===== src/rtl/mult_div_control.sv =====
// mult_div_control: iterative HI/LO multiply/divide unit with MIPS-style mfhi/mthi/mflo/mtlo handling.
// Latency: NB_DATA+2 cycles from accept edge to o_done (divide-by-zero: 2 cycles); mthi/mtlo write at the next edge.
// Backpressure: o_stall freezes the upstream pipeline while busy and a HI/LO-related function is presented.
// Ports: i_clk, i_reset (async active-high); i_valid/i_inst_funcion/i_dato_a/i_dato_b in;
//        o_stall, o_busy, o_done, o_hi, o_lo out.
// Option: define MULT_DIV_SIGNED_EN for signed mult/div; otherwise mult/div behave as multu/divu.

module mult_div_control #(
    parameter int NB_DATA        = 32,
    parameter int NB_INSTRUCCION = 6
) (
    input  logic                      i_clk,
    input  logic                      i_reset,
    input  logic                      i_valid,
    input  logic [NB_INSTRUCCION-1:0] i_inst_funcion,
    input  logic [NB_DATA-1:0]        i_dato_a,
    input  logic [NB_DATA-1:0]        i_dato_b,
    output logic                      o_stall,
    output logic                      o_busy,
    output logic                      o_done,
    output logic [NB_DATA-1:0]        o_hi,
    output logic [NB_DATA-1:0]        o_lo
);

    localparam int CW = $clog2(NB_DATA);

    localparam logic [NB_INSTRUCCION-1:0] F_MFHI  = NB_INSTRUCCION'(6'b010000);
    localparam logic [NB_INSTRUCCION-1:0] F_MTHI  = NB_INSTRUCCION'(6'b010001);
    localparam logic [NB_INSTRUCCION-1:0] F_MFLO  = NB_INSTRUCCION'(6'b010010);
    localparam logic [NB_INSTRUCCION-1:0] F_MTLO  = NB_INSTRUCCION'(6'b010011);
    localparam logic [NB_INSTRUCCION-1:0] F_MULT  = NB_INSTRUCCION'(6'b011000);
    localparam logic [NB_INSTRUCCION-1:0] F_MULTU = NB_INSTRUCCION'(6'b011001);
    localparam logic [NB_INSTRUCCION-1:0] F_DIV   = NB_INSTRUCCION'(6'b011010);
    localparam logic [NB_INSTRUCCION-1:0] F_DIVU  = NB_INSTRUCCION'(6'b011011);

    typedef enum logic [1:0] {
        S_IDLE,
        S_CALC,
        S_SIGN,
        S_DONE
    } state_t;

    state_t               state_q, state_d;
    logic [CW-1:0]        cnt_q, cnt_d;
    // acc_hi: running product high half / partial remainder (holds dividend on divide-by-zero)
    // acc_lo: multiplier shifting out, product low half shifting in / dividend shifting out, quotient in
    logic [NB_DATA-1:0]   acc_hi_q, acc_hi_d;
    logic [NB_DATA-1:0]   acc_lo_q, acc_lo_d;
    logic [NB_DATA-1:0]   opb_q, opb_d;       // multiplicand or divisor magnitude
    logic                 is_div_q, is_div_d;
    logic                 div0_q, div0_d;
    logic [NB_DATA-1:0]   hi_q, hi_d;
    logic [NB_DATA-1:0]   lo_q, lo_d;

    // Function decode
    logic is_mul, is_div, is_mthi, is_mtlo, is_decoded;
    assign is_mul     = (i_inst_funcion == F_MULT) || (i_inst_funcion == F_MULTU);
    assign is_div     = (i_inst_funcion == F_DIV)  || (i_inst_funcion == F_DIVU);
    assign is_mthi    = (i_inst_funcion == F_MTHI);
    assign is_mtlo    = (i_inst_funcion == F_MTLO);
    assign is_decoded = is_mul || is_div || is_mthi || is_mtlo ||
                        (i_inst_funcion == F_MFHI) || (i_inst_funcion == F_MFLO);

    // Operand magnitudes fed to the unsigned iterative core
    logic [NB_DATA-1:0] a_mag, b_mag;
`ifdef MULT_DIV_SIGNED_EN
    logic neg_res_q, neg_res_d;   // product / quotient must be negated
    logic neg_rem_q, neg_rem_d;   // remainder takes the dividend's sign
    logic sgn_op, a_neg, b_neg;
    assign sgn_op = (i_inst_funcion == F_MULT) || (i_inst_funcion == F_DIV);
    assign a_neg  = sgn_op && i_dato_a[NB_DATA-1];
    assign b_neg  = sgn_op && i_dato_b[NB_DATA-1];
    assign a_mag  = a_neg ? -i_dato_a : i_dato_a;
    assign b_mag  = b_neg ? -i_dato_b : i_dato_b;
`else
    assign a_mag  = i_dato_a;
    assign b_mag  = i_dato_b;
`endif

    // One iteration step of each algorithm
    logic [NB_DATA:0]     mul_sum;
    logic [NB_DATA:0]     div_shift;
    logic [NB_DATA:0]     div_diff;
    logic [2*NB_DATA-1:0] product;
    assign mul_sum   = {1'b0, acc_hi_q} + (acc_lo_q[0] ? {1'b0, opb_q} : '0);
    assign div_shift = {acc_hi_q, acc_lo_q[NB_DATA-1]};
    // MSB set means the trial subtraction borrowed (shifted remainder < divisor)
    assign div_diff  = div_shift - {1'b0, opb_q};

    always_ff @(posedge i_clk or posedge i_reset) begin
        if (i_reset) begin
            state_q   <= S_IDLE;
            cnt_q     <= '0;
            acc_hi_q  <= '0;
            acc_lo_q  <= '0;
            opb_q     <= '0;
            is_div_q  <= 1'b0;
            div0_q    <= 1'b0;
            hi_q      <= '0;
            lo_q      <= '0;
`ifdef MULT_DIV_SIGNED_EN
            neg_res_q <= 1'b0;
            neg_rem_q <= 1'b0;
`endif
        end else begin
            state_q   <= state_d;
            cnt_q     <= cnt_d;
            acc_hi_q  <= acc_hi_d;
            acc_lo_q  <= acc_lo_d;
            opb_q     <= opb_d;
            is_div_q  <= is_div_d;
            div0_q    <= div0_d;
            hi_q      <= hi_d;
            lo_q      <= lo_d;
`ifdef MULT_DIV_SIGNED_EN
            neg_res_q <= neg_res_d;
            neg_rem_q <= neg_rem_d;
`endif
        end
    end

    always_comb begin
        state_d  = state_q;
        cnt_d    = cnt_q;
        acc_hi_d = acc_hi_q;
        acc_lo_d = acc_lo_q;
        opb_d    = opb_q;
        is_div_d = is_div_q;
        div0_d   = div0_q;
        hi_d     = hi_q;
        lo_d     = lo_q;
        product  = {acc_hi_q, acc_lo_q};
`ifdef MULT_DIV_SIGNED_EN
        neg_res_d = neg_res_q;
        neg_rem_d = neg_rem_q;
`endif

        unique case (state_q)
            S_IDLE, S_DONE: begin
                state_d = S_IDLE;
                if (i_valid && (is_mul || is_div)) begin
                    is_div_d = is_div;
                    cnt_d    = CW'(NB_DATA - 1);
                    div0_d   = 1'b0;
`ifdef MULT_DIV_SIGNED_EN
                    neg_res_d = a_neg ^ b_neg;
                    neg_rem_d = a_neg;
`endif
                    if (is_div && (i_dato_b == '0)) begin
                        // Skip iteration; SIGN publishes the fixed divide-by-zero result.
                        div0_d   = 1'b1;
                        acc_hi_d = i_dato_a;
                        state_d  = S_SIGN;
                    end else begin
                        acc_hi_d = '0;
                        acc_lo_d = is_mul ? b_mag : a_mag;
                        opb_d    = is_mul ? a_mag : b_mag;
                        state_d  = S_CALC;
                    end
                end else if (i_valid && is_mthi) begin
                    hi_d = i_dato_a;
                end else if (i_valid && is_mtlo) begin
                    lo_d = i_dato_a;
                end
            end

            S_CALC: begin
                if (is_div_q) begin
                    if (!div_diff[NB_DATA]) begin
                        acc_hi_d = div_diff[NB_DATA-1:0];
                        acc_lo_d = {acc_lo_q[NB_DATA-2:0], 1'b1};
                    end else begin
                        acc_hi_d = div_shift[NB_DATA-1:0];
                        acc_lo_d = {acc_lo_q[NB_DATA-2:0], 1'b0};
                    end
                end else begin
                    // Shift-add: carry of the add becomes the new top bit of the product.
                    acc_hi_d = mul_sum[NB_DATA:1];
                    acc_lo_d = {mul_sum[0], acc_lo_q[NB_DATA-1:1]};
                end
                if (cnt_q == '0) begin
                    state_d = S_SIGN;
                end else begin
                    cnt_d = cnt_q - 1'b1;
                end
            end

            S_SIGN: begin
                state_d = S_DONE;
                if (div0_q) begin
                    hi_d = acc_hi_q;
                    lo_d = '1;
                end else if (is_div_q) begin
                    lo_d = acc_lo_q;
                    hi_d = acc_hi_q;
`ifdef MULT_DIV_SIGNED_EN
                    if (neg_res_q) lo_d = -acc_lo_q;
                    if (neg_rem_q) hi_d = -acc_hi_q;
`endif
                end else begin
`ifdef MULT_DIV_SIGNED_EN
                    if (neg_res_q) product = -{acc_hi_q, acc_lo_q};
`endif
                    hi_d = product[2*NB_DATA-1:NB_DATA];
                    lo_d = product[NB_DATA-1:0];
                end
            end

            default: state_d = S_IDLE;
        endcase
    end

    assign o_busy  = (state_q == S_CALC) || (state_q == S_SIGN);
    assign o_done  = (state_q == S_DONE);
    assign o_stall = o_busy && i_valid && is_decoded;
    assign o_hi    = hi_q;
    assign o_lo    = lo_q;

endmodule


===== config.mk =====
export PLATFORM = sky130hd
export DESIGN_NAME = mult_div_control
export DESIGN_NICKNAME = d
export VERILOG_FILES = /design/src/rtl/mult_div_control.sv
export SDC_FILE = /design/constraint.sdc
export NUM_CORES = 1
export LEC_CHECK = 0
export BUFFER_PORTS_ARGS = -buffer_cell sky130_fd_sc_hd__buf_2
export CAP_MARGIN = 20
export CELL_PAD_IN_SITES_DETAIL_PLACEMENT = 0
export CELL_PAD_IN_SITES_GLOBAL_PLACEMENT = 1
export CORE_ASPECT_RATIO = 1.2
export CORE_UTILIZATION = 45
export CTS_CLUSTER_DIAMETER = 100
export DETAILED_ROUTE_END_ITERATION = 8
export PLACE_DENSITY = 0.82
export SETUP_SLACK_MARGIN = 0.5
export SYNTH_ARGS = -nofsm -noshare
export SYNTH_HDL_FRONTEND = slang
export SYNTH_SLANG_ARGS = --single-unit

===== constraint.sdc =====
create_clock -name i_clk -period 5.2 [get_ports i_clk]
set_input_delay 0 -clock i_clk [delete_from_list [all_inputs] [get_ports i_clk]]
set_output_delay 0 -clock i_clk [all_outputs]
set_load 0.005 [all_outputs]

==> impl_metrics.tcl <==
set metrics [dict create \
    status "complete, no violations" \
    drc 0 \
    place_inst 2025 \
    synth_area_sq_um 12960 \
    yosysSeqAreaShare 0.3262 \
    rows 67 \
    ys_ff_latch 169 \
    report.final.slew_viol_count 0 \
    vias 12500 \
    cts_tree "yes" \
    tightest_slew_ns 1.047 \
    async_flop_share 1.000 \
    synth_top_cell_area_share 0.3262 \
    critPathKind "reg -> reg" \
    root_buffer "clkbuf_16" \
    cts-hold-fix-buffers 86 \
    fin_nets 1895 \
    hold_viol 0 \
    leakagePower_nw 7.139 \
    crit_arrival_ns 4.21 \
    nFillCells 2645 \
    fin_cells 2145 \
    area_growth_pct 19.04 \
    holdCritPathClass "in -> reg" \
    clock_path_buffers 2 \
    ys_top_cells_by_area "dfrtp_1 (33%), o21ai_0 (9.4%), mux2i_1 (8.6%), nand2_1 (7.6%), ha_1 (6.7%)" \
    cts_buffers 17 \
    vdd_drop_max_mv 0.3347 \
    cp_max_fo 20 \
    gr-total-overflow 0 \
    start_kind "register" \
    grt_pass1_wl_microns 67320 \
    powerDensity_nw_per_um2 617.0 \
    final_util 0.5479 \
    ant_nets 0 \
    syn_avg_cell_area_sq_um 8.200 \
    drv_cap 0 \
    dieArea_sq_um 29500 \
    place.gp.congestion 0.9721 \
    first_pass_iters 5 \
    path_clk_slew_ns 0.07 \
    grt_pass1_vias 12260 \
    ioPinCount 140 \
    synth_common_cells "nand2_1 (262), o21ai_0 (243), dfrtp_1 (169)" \
    yosysMostFrequentCell "nand2_1" \
    core_sq_um 28170 \
    setup_violations 0 \
    cts-resized-gates 0 \
    clock_sinks 169 \
    whs_ns 0.02515 \
    multi_input_area_sq_um 8199 \
    vias_per_cell 5.826 \
    die_width_microns 157.0 \
    maxSlewHeadroom 0.3023 \
    endpoint_kind "register" \
    seq_area_sq_um 4230 \
    grt_setup_unrepaired "no" \
    critPathRequiredTime_ns 5.54 \
    final.setup.tns_ns 0 \
    dp_hpwl_microns 30430 \
    synth_edf_count 0 \
    power_mw 9.523 \
    cts_max_level 4 \
    wire_per_inst_microns 19.56 \
    grt_usage 0.2949 \
    ys_warn_count 0 \
    max_freq_ghz 0.2582 \
    yosysTopAreaCell "dfrtp_1" \
    period_share 0.7449 \
    synth_flop_cell "dfrtp_1" \
    period_needed_ns 3.874 \
    die_y_microns 187.9 \
    grt_start_max_net_pins 98 \
    post_route_cells_drive_above_1_share 0.1423 \
    finClkSkew_ns 0.01335 \
    cts_setup_buffers 0 \
    drt-total-wl_microns 41960 \
    grt_antenna_before_repair 0 \
    synth_cells 1581 \
    synth_cell_type_count 78 \
    drt_iter0_markers 938 \
    start_util 0.4603 \
    port_buffers 139 \
    clk_latency_ns 0.44 \
    syn_nets 1725 \
]
[final timing paths]
check,slack (ns),cells past startpoint,from,endpoint
setup / recovery,1.33,13,acc_lo_q[31]$_DFFE_PP0P_,acc_hi_q[6]$_DFFE_PP0P_
hold / removal,0.03,3,i_dato_a[30],o_hi[30]$_DFFE_PP0P_
setup reg to reg,1.33,13,acc_lo_q[31]$_DFFE_PP0P_,acc_hi_q[6]$_DFFE_PP0P_
hold reg to reg,0.47,2,o_hi[18]$_DFFE_PP0P_,o_hi[18]$_DFFE_PP0P_
max in group asynchronous,3.70,4,i_reset,opb_q[27]$_DFFE_PP0P_
min in group asynchronous,0.30,3,i_reset,o_lo[21]$_DFFE_PP0P_
[cell families after synthesis]
| kind of cell | after synthesis | synth area share |
|---|---|---|
| buffers and inverters | 145 | 0.04555 |
| AND/OR/NAND/NOR | 493 | 0.1707 |
| XOR/XNOR | 51 | 0.03445 |
| flip-flops | 169 | 0.3262 |
| AO/OA/AOI/OAI | 507 | 0.2383 |
| multiplexers | 145 | 0.1151 |
| adder cells (fa/ha/maj) | 71 | 0.06968 |
[registers in the layout, indices dropped and copies added, names as in the netlist]
| signal | count |
|---|---|
| state_q | 2 |
| cnt_q | 5 |
| div0_q | 1 |
| o_lo | 32 |
| o_hi | 32 |
| is_div_q | 1 |
| acc_hi_q | 32 |
| acc_lo_q | 32 |
| opb_q | 32 |
[report_power, final]
part | total (mW) | internal, mW | switching (mW)
Combinational | 5.72 | 2.33 | 3.39
Clock | 1.36 | 0.775 | 0.587
Sequential | 2.44 | 1.87 | 0.571
Total | 9.52 | 4.97 | 4.55
[metal layers]
| layer | vias up | share of wire | global-route usage |
|---|---|---|---|
| li1 | 5992 | - | - |
| met1 | 6074 | 0.45 | 0.4070 |
| met2 | 366 | 0.47 | 0.4773 |
| met3 | 64 | 0.052 | 0.03259 |
| met4 | 0 | 0.026 | 0.09842 |
| met5 | - | 0 | 0 |
[final cells by class]
class	count	share of cell area
multi-input cells	1267	0.5313
flip-flops and latches	169	0.2741
repair buffers	245	0.1113
well taps	379	0.03073
clock buffers	19	0.02870
inverters	51	0.01273
clock inverters	13	0.01086
diodes	2	0.0003243
[metrics by stage]
step | setup WS, ns | instance area [sq um]
CTS | 1.363 | 15430
global route | 1.122 | 15430
finish | 1.326 | 15430
global placement | 1.473 | 13930
floorplan | 0.6249 | 12960
detailed placement | 1.378 | 13960
[cell usage in the layout, fill, tap and decap left out, drive strengths merged, types with 33 or more instances in the layout]
cell type / Yosys / routed
mux2i: 112 / 112
dlygate4sd3: 0 / 86
ha: 69 / 69
a21oi: 88 / 88
nor2: 91 / 91
dfrtp: 169 / 169
mux2: 33 / 33
and2: 36 / 36
inv: 51 / 54
o21ai: 256 / 256
a21o: 35 / 35
buf: 17 / 159
nand2: 262 / 262
[worst max-delay path, stage by stage, from the launching register on]
cell,delay [ns]
dfrtp_1,0.38
inv_1,0.07
ha_1,0.23
fa_1,0.39
and2b_1,0.28
o31ai_1,0.12
a211oi_2,0.23
buf_4,0.19
a31o_4,0.18
a21oi_4,0.07
a221oi_4,0.72
buf_4,0.44
a31oi_1,0.13
a221oi_1,0.32
Note: power is estimated with default switching activity, not from simulation.
